`src/rtl/pc_word_serializer.sv`:
```
// rtl/pc_word_serializer.sv - splits decoded BD words into one or two 24-bit PC word chunks
module pc_word_serializer #(
  parameter logic [12:0] LONG_LEAF_MASK = 13'h0000,
  parameter int          NCOUNT         = 16
) (
  input  logic              clk,
  input  logic              reset,
  input  logic [3:0]        dec_in_leaf_code,
  input  logic [37:0]       dec_in_payload,
  input  logic              dec_in_v,
  output logic              dec_in_a,
  output logic [7:0]        ser_out_code,
  output logic [23:0]       ser_out_payload,
  output logic              ser_out_v,
  input  logic              ser_out_a,
  output logic [NCOUNT-1:0] words_sent
);

  typedef enum logic [1:0] {IDLE, SEND_LO, SEND_HI} state_t;

  state_t      state, state_nx;
  logic [3:0]  leaf_q;
  logic [37:0] payload_q;
  logic        long_q;
  logic        leaf_long;
  logic        dec_xfer;
  logic        ser_xfer;
  logic        last_chunk;

  // leaf codes 13..15 have no mask bit and are always short
  always_comb begin
    leaf_long = 1'b0;
    if (dec_in_leaf_code < 4'd13) leaf_long = LONG_LEAF_MASK[dec_in_leaf_code];
  end

  assign last_chunk = (state == SEND_HI) || (state == SEND_LO && !long_q);
  // ser_out_v is 1 in both send states, so ser_out_a alone marks the transfer
  assign dec_in_a   = !reset && ((state == IDLE) || (last_chunk && ser_out_a));
  assign dec_xfer   = dec_in_v && dec_in_a;
  assign ser_xfer   = ser_out_v && ser_out_a;

  always_ff @(posedge clk or posedge reset) begin
    if (reset) state <= IDLE;
    else       state <= state_nx;
  end

  always_comb begin
    state_nx = state;
    case (state)
      IDLE:    if (dec_xfer) state_nx = SEND_LO;
      SEND_LO: if (ser_xfer) begin
                 if (long_q)        state_nx = SEND_HI;
                 else if (dec_xfer) state_nx = SEND_LO;
                 else               state_nx = IDLE;
               end
      SEND_HI: if (ser_xfer) state_nx = dec_xfer ? SEND_LO : IDLE;
      default: state_nx = IDLE;
    endcase
  end

  always_comb begin
    ser_out_v       = 1'b0;
    ser_out_code    = 8'h00;
    ser_out_payload = 24'h000000;
    case (state)
      SEND_LO: begin
        ser_out_v       = 1'b1;
        ser_out_code    = {leaf_q, 2'b00, long_q, 1'b0};
        ser_out_payload = payload_q[23:0];
      end
      SEND_HI: begin
        ser_out_v       = 1'b1;
        ser_out_code    = {leaf_q, 2'b00, 1'b1, 1'b1};
        ser_out_payload = {10'b0, payload_q[37:24]};
      end
      default: ;
    endcase
  end

  always_ff @(posedge clk or posedge reset) begin
    if (reset) begin
      leaf_q    <= 4'h0;
      payload_q <= 38'h0;
      long_q    <= 1'b0;
    end else if (dec_xfer) begin
      leaf_q    <= dec_in_leaf_code;
      payload_q <= dec_in_payload;
      long_q    <= leaf_long;
    end
  end

  always_ff @(posedge clk or posedge reset) begin
    if (reset)         words_sent <= '0;
    else if (ser_xfer) words_sent <= words_sent + 1'b1;
  end

endmodule

```
`config.mk`:
```
export PLATFORM = sky130hd
export DESIGN_NAME = pc_word_serializer
export DESIGN_NICKNAME = d
export VERILOG_FILES = /design/src/rtl/pc_word_serializer.sv
export SDC_FILE = /design/constraint.sdc
export NUM_CORES = 1
export LEC_CHECK = 0
export CAP_MARGIN = 30
export CORE_ASPECT_RATIO = 1.5
export CORE_UTILIZATION = 44
export CTS_CLUSTER_SIZE = 14
export DETAILED_ROUTE_END_ITERATION = 8
export PLACE_DENSITY = 0.85
export REMOVE_ABC_BUFFERS = 1
export SLEW_MARGIN = 20
export SYNTH_ARGS = -nofsm -noshare
export SYNTH_HDL_FRONTEND = slang
export SYNTH_SLANG_ARGS = --single-unit
```
`constraint.sdc`:
```
create_clock -name clk -period 3.6 [get_ports clk]
set_input_delay 0.72 -clock clk [delete_from_list [all_inputs] [get_ports clk]]
set_output_delay 0.72 -clock clk [all_outputs]
set_load 0.05 [all_outputs]
```
==> results of run 1 <==
[cell type report]
cell class              count  area [µm²]
fillers                   355        1584
flip-flops and latches     45        1126
multi-input cells         105       869.6
repair buffers             78       790.8
well taps                  64       80.08
clock buffers               7       76.32
clock inverters             1       7.507
inverters                   2       7.507
[power by group]
part / internal [mW] / switching (mW)
clock: 0.137 / 0.162
combinational: 0.236 / 0.332
sequential: 0.589 / 0.0652
total: 0.963 / 0.559
[metrics by stage]
stage,instances,hold WS (ns)
final,302,0.4822
after global routing,302,0.5169
after CTS,301,0.4898
after detailed placement,293,0.4757
after global placement,293,0.4646
after floorplan,152,0.4728
[cell usage in the layout (no fill, tap or decap)]
cell type,synthesis,final
nor4_2,1,1
clkbuf_1,3,2
dfrtp_1,45,45
mux2_4,9,9
nand4_1,4,4
inv_2,0,1
a21o_1,1,1
nor3_4,1,1
nand3_2,1,1
nand3_1,3,3
clkinvlp_4,0,1
and2_1,28,28
clkdlybuf4s50_1,0,77
and4_1,2,2
inv_1,2,1
xor2_1,6,6
clkbuf_8,0,5
nor2_1,2,2
and3_1,1,1
and2_4,1,1
a21oi_2,1,1
conb_1,1,4
mux2_2,20,20
ha_1,1,1
xnor2_1,9,9
nand2_1,8,8
buf_12,2,1
nor3_1,2,2
[sequential cells by signal, indices dropped and copies added, names as in the netlist]
signal      flops
leaf_q          4
payload_q      24
state           1
words_sent     16
[layer usage]
| layer | vias up | GRT usage [%] | share of wire (%) |
|---|---|---|---|
| met2 | 56 | 28.53 | 49 |
| met4 | 0 | 6.494 | 1.3 |
| li1 | 680 | - | - |
| met3 | 5 | 4.478 | 5.5 |
| met5 | - | 0 | 0 |
| met1 | 663 | 20.65 | 45 |
[cells by family (layout without fill, tap and decap cells)]
| kind of cell | count (synthesis) | count (layout) |
|---|---|---|
| muxes | 29 | 29 |
| buffers and inverters | 12 | 88 |
| adders and majority gates | 1 | 1 |
| other | 1 | 4 |
| DFF | 45 | 45 |
| AOI/OAI and AO/OA | 2 | 2 |
| and+or+nand+nor | 54 | 54 |
| xor gates and xnor gates | 15 | 15 |
[path summary, 6_finish.rpt]
path | slack (ns) | depth (start not counted) | from | to
min | 0.48 | 1 | words_sent[15] | words_sent[15]
max in group asynchronous | 2.38 | 3 | reset | words_sent[9]
max | 0.55 | 4 | ser_out_a | dec_in_a
max reg2reg | 1.51 | 4 | state[0] | words_sent[15]
min in group asynchronous | 0.75 | 2 | reset | payload_q[7]
min reg2reg | 0.48 | 1 | words_sent[15] | words_sent[15]
==> metrics.md, run 1 <==
| Metric | Value |
|---|---|
| Run status | `completed` |
| Area post-placement | `roughly 2900 µm²` |
| Asr flop ratio synth | `100.0%` |
| Slack of the critical path | `0.5534 ns` |
| Final min period | `3.047 ns` |
| Initial antenna violation count | `0` |
| Routed length per instance | `13.21 µm` |
| Worst path slowest cell | `clkdlybuf4s50_1` |
| Overall power | `1.522 mW` |
| # rows | `30` |
| XOR/XNOR Fraction of Synth Area | `between 6 and 7%` |
| Initial Util | `between 40% and 50%` |
| Root Driver | `clkbuf_8` |
| DR pass1 iterations | `4` |
| # resized after CTS | `0` |
| Count leader, synth | `dfrtp_1` |
| Cell variety after synth | `25` |
| Crit path largest cell delay | `0.82 ns` |
| Vias in the first global route | `1,396` |
| Final count of pins violating max slew | `0` |
| P per Cell Area | `514.6 nW/µm²` |
| Top cell type by total area after synthesis | `dfrtp_1` |
| DRT antenna net count | `0` |
| CTS Sinks | `45` |
| PortBufs | `slightly below 80` |
| Final #Nets | `about 280` |
| Worst-path maximum fanout | `4` |
| Synth top area share | `54.12%` |
| Die X | `58.15 µm` |
| Area Growth Syn to Fin | `42.15%` |
| Post-synthesis cell count | `159` |
| # DRC | `0` |
| Leading post-synthesis cells by cell area | `dfrtp_1, mux2_2, and2_1` |
| Dpl ws | `0.5366 ns` |
| Area of the mapped netlist | `~2100 µm²` |
| Worst Path Arrival | `roughly 2.3 ns` |
| Max Clock Skew | `0.009441 ns` |
| RSZ-0062 raised after global routing | `no` |
| Fin util | `between 60 and 70%` |
| H-tree depth | `2` |
| CP delay by family, top | `buffers and inverters` |
| CTS buffer count | `5` |
| Critical Path Sink Type | `output pin` |
| Final Cycle Share | `84.63%` |
| Post-synth EDFFs | `0` |
| Slew headroom | `42.28%` |
| Core area | `4542 µm²` |
| Worst-path clk slew | `about 0.08 ns` |
| Critical Path Start Type | `primary input` |
| Ordered list of cells on the worst path | `clkdlybuf4s50_1, inv_1, a21oi_2, clkdlybuf4s50_1` |
| Detailed placement HPWL | `roughly 2800 µm` |
| Post-synth top flop | `dfrtp_1` |
| Die Y | `around 86 µm` |
| Top Ports | `96` |
| N_diodes | `0` |
| GP Congestion | `about 0.65` |
| Mux share of post-synthesis cell area | `17.32%` |
| Fin. Hold Viols | `0` |
| Layout cells sized above 1 | `17.65%` |
| Hold-fix buffers, CTS | `0` |
| Fmax | `328.2 MHz` |
| Critical path class | `primary input to output pin` |
| Total vias in the final route | `1,404` |
| Starting DRT DRC Count | `47` |
| Synth top cells by count | `dfrtp_1, and2_1, mux2_2, mux2_4, xnor2_1` |
| Sequential share of the synthesized area | `54.12%` |
| First-pass GRT wire length | `6465 µm` |
| Post-Synth Simple-Gate Area | `16.06%` |
| Routed wire length | `~4000 µm` |
| Required time of the critical path | `2.88 ns` |
| Clk buf depth | `2` |
| All-Layer GR Usage | `16.98%` |
| Worst-margin pin slew | `0.8659 ns` |
| Grt ovf | `0` |
| Largest family of logic cells by synthesized area | `multiplexers` |
| Cell area after layout | `slightly below 3000 µm²` |
| Die Area | `5014 µm²` |
| Worst Hold Class | `register to register` |
| TNS Setup | `0 ns` |
| Post-CTS setup buffers | `0` |
| Routed vias/inst | `4.649` |
| Synth Register Bits | `between 40 and 50` |
| Static Leak | `1.267 nW` |
| Setup violators final | `0` |
| CP Buf/Inv Count | `3` |
| Max VDD drop | `0.0004019 V` |
| Post-synthesis adder-cell area fraction | `less than 1%` |
| Compound-Gate Fraction of Synth Area | `0.7817%` |
| Worst skew pair latency | `around 0.29 ns` |
| Max-Cap Viols | `0` |
| Worst path most repeated cell | `clkdlybuf4s50_1` |
| CTS tree | `done` |
| Synth Area per Inst | `13.09 µm²` |
| Largest net degree at the start of global routing | `46` |
| Yosys warning total | `0` |
Power figures use the tool's default switching activity.
==> run 2: changes to the inputs <==
--- a/config.mk
+++ b/config.mk
@@ -7,10 +7,10 @@
 export LEC_CHECK = 0
 export CAP_MARGIN = 30
 export CORE_ASPECT_RATIO = 1.5
-export CORE_UTILIZATION = 44
+export CORE_UTILIZATION = 41
 export CTS_CLUSTER_SIZE = 14
 export DETAILED_ROUTE_END_ITERATION = 8
-export PLACE_DENSITY = 0.85
+export PLACE_DENSITY = 0.8
 export REMOVE_ABC_BUFFERS = 1
 export SLEW_MARGIN = 20
 export SYNTH_ARGS = -nofsm -noshare
==> constraint.sdc (replaced) <==
create_clock -name clk -period 3.1 [get_ports clk]
set_input_delay 0.62 -clock clk [delete_from_list [all_inputs] [get_ports clk]]
set_output_delay 0.62 -clock clk [all_outputs]
set_load 0.05 [all_outputs]
==> run 2 against run 1 <==
Non-clock buffer count unchanged. Core utilization shrank 3.9 points. Via count increased by 1.9%. Clock skew down 0.0040 ns. Highest routed layer unchanged.
==> metrics.md, run 2 (same netlist as run 1, synthesis figures left out) <==
| Metric | Value |
|---|---|
| Max reg flops | `24 (unchanged)` |
| Grt ovf | `0 (unchanged)` |
| Initial Util | `42.92% (-2.9 points)` |
| Detailed placement HPWL | `2901 µm (+3.7%)` |
| Core area | `4848 µm² (+6.7%)` |
| Crit path largest cell delay | `0.92 ns (+0.10 ns)` |
| Hold-fix buffers, CTS | `0 (unchanged)` |
| Run status | `completed` |
| Most common cell after layout, fill and taps aside | `clkdlybuf4s50_1` |
| Ordered list of cells on the worst path | `and2_1, clkdlybuf4s50_1` |
| Routed wire length | `4127 µm (+3.4%)` |
| Root Driver | `clkbuf_8` |
| Clk buf depth | `2 (unchanged)` |
| Largest net degree at the start of global routing | `46 (unchanged)` |
| Final #Nets | `284 (unchanged)` |
| All-Layer GR Usage | `15.16% (-1.8 points)` |
| # resized after CTS | `0 (unchanged)` |
| Total vias in the final route | `1,431 (+1.9%)` |
| CTS Sinks | `45 (unchanged)` |
| Area Growth Syn to Fin | `42.75%` |
| Worst reg2reg path depth | `4 (unchanged)` |
| DR pass1 iterations | `4 (unchanged)` |
| Top Ports | `96 (unchanged)` |
| Vias in the first global route | `1,365 (-2.2%)` |
| Largest regs | `payload_q (24), words_sent (16), leaf_q (4)` |
| H-tree depth | `2 (unchanged)` |
| TNS Setup | `0 ns (unchanged)` |
| Leading cell types in the layout, fill and taps excluded | `clkdlybuf4s50_1, dfrtp_1, and2_1` |
| Hold path depth | `1 (unchanged)` |
| Critical Path Start Type | `register` |
| Max-Cap Viols | `0 (unchanged)` |
| Slack of the critical path | `0.2129 ns (-0.3404 ns)` |
| Fin. Hold Viols | `0 (unchanged)` |
| Worst skew pair latency | `0.29 ns (about the same)` |
| CP Depth | `2 (-2)` |
| Die X | `60.17 µm (+3.5%)` |
| Max Clock Skew | `0.005472 ns (-0.003969 ns)` |
| Fmax | `roughly 350 MHz` |
| N_diodes | `0 (unchanged)` |
| Setup violators final | `0 (unchanged)` |
| Reg-to-reg setup timing slack | `1.00 ns (-0.51 ns)` |
| Worst Path Arrival | `2.27 ns (-0.06 ns)` |
| Routed vias/inst | `4.707 (+1.3%)` |
| Required time of the critical path | `2.48 ns (-0.40 ns)` |
| Dpl ws | `0.4800 ns (-0.05663 ns)` |
| # DRC | `0 (unchanged)` |
| Worst Hold Class | `register to register` |
| # rows | `31 (+3.3%)` |
| CTS buffer count | `5 (unchanged)` |
| Static Leak | `1.280 nW (+1.1%)` |
| FILL cells | `385 (+8.5%)` |
| Hold WS | `0.4712 ns (-0.01102 ns)` |
| Largest Register | `payload_q` |
| RSZ-0062 raised after global routing | `no` |
| CP delay by family, top | `flip-flops` |
| Die Area | `5370 µm² (+7.1%)` |
| Critical path class | `register to output pin` |
| Final min period | `2.887 ns` |
| Worst-margin pin slew | `0.8727 ns (+0.006782 ns)` |
| Worst-path maximum fanout | `34 (+30)` |
| PortBufs | `77 (unchanged)` |
| Final count of pins violating max slew | `0 (unchanged)` |
| Area post-placement | `2854 µm² (unchanged)` |
| Max VDD drop | `0.0003453 V (-14%)` |
| Cell area after layout | `2970 µm² (+0.42%)` |
| Layout cells sized above 1 | `18.91% (+1.3 points)` |
| DRT antenna net count | `0 (unchanged)` |
| Initial antenna violation count | `0 (unchanged)` |
| First-pass GRT wire length | `6106 µm (-5.6%)` |
| Routed length per instance | `13.58 µm (+2.8%)` |
| Critical Path Sink Type | `output pin` |
| Starting DRT DRC Count | `48 (+2.1%)` |
| Post-CTS setup buffers | `0 (unchanged)` |
| CTS tree | `done` |
| CP Buf/Inv Count | `1 (-2)` |
| Worst-path clk slew | `0.08 ns (about the same)` |
| GP Congestion | `0.6658 (+1.7%)` |
| Die Y | `89.25 µm (+3.5%)` |
| Slew headroom | `41.82% (-0.45 points)` |
| Worst path slowest cell | `dfrtp_1` |
| Final Cycle Share | `between 90 and 100%` |
| P per Cell Area | `605.6 nW/µm² (+18%)` |
run 2: changes by cell type in the layout (fill, tap and decap cells not counted):
cell | before | now
clkbuf_1 | 2 | 0
clkinv_4 | 0 | 1
clkinvlp_4 | 1 | 0
clkdlybuf4s50_1 | 77 | 76
clkinv_2 | 0 | 1
buf_4 | 0 | 1
clkbuf_8 | 5 | 6
run 2: final timing paths:
| path | end | from |
|---|---|---|
| worst max-delay path | ser_out_payload[17] | state[0] |
| worst min-delay path | words_sent[15] | words_sent[15] |
| worst max register to register | words_sent[15] | state[0] |
| worst min register to register | words_sent[15] | words_sent[15] |
| max in group asynchronous | payload_q[5] | reset |
| min in group asynchronous | state[0] | reset |
run 2: layer usage:
layer	up-vias	wire length [µm]	GRT usage, %
li1	681	-	-
met1	692	1601	16.09
met2	53	2168	27.37
met3	5	305	4.197
met4	0	52	6.342
met5	-	0	0
run 2: cell type report:
cell class | instances | area (µm²) | share of cell area [%]
clock buffer | 6 | 82.58 | 2.780
timing repair buffer | 78 | 788.3 | 26.54
sequential | 45 | 1126 | 37.91
clock inverter | 2 | 13.76 | 0.4634
multi-input combinational | 105 | 869.6 | 29.28
tap | 66 | 82.58 | 2.780
inverter | 2 | 7.507 | 0.2527
run 2: report_power, final:
group / switching [mW] / internal, mW / total (mW)
clock: 0.194 / 0.181 / 0.375
sequential: 0.0752 / 0.684 / 0.759
combinational: 0.390 / 0.275 / 0.665
total: 0.659 / 1.14 / 1.80
run 2: worst register-to-register path, cell delays in order (launching register included):
cell and delay [ns]:
dfrtp_1 0.92, nand3_2 0.33, nor4_2 0.47, nand2_1 0.12, xnor2_1 0.14
run 2: per-stage QoR:
step / power, mW / utilization [%] / instances
after floorplan: 1.205 / - / 152
after global placement: 1.424 / 58.86 / 295
after detailed placement: 1.440 / 58.86 / 295
after CTS: 1.822 / 60.85 / 303
after global routing: 1.887 / 61.26 / 304
final: 1.799 / 61.26 / 304
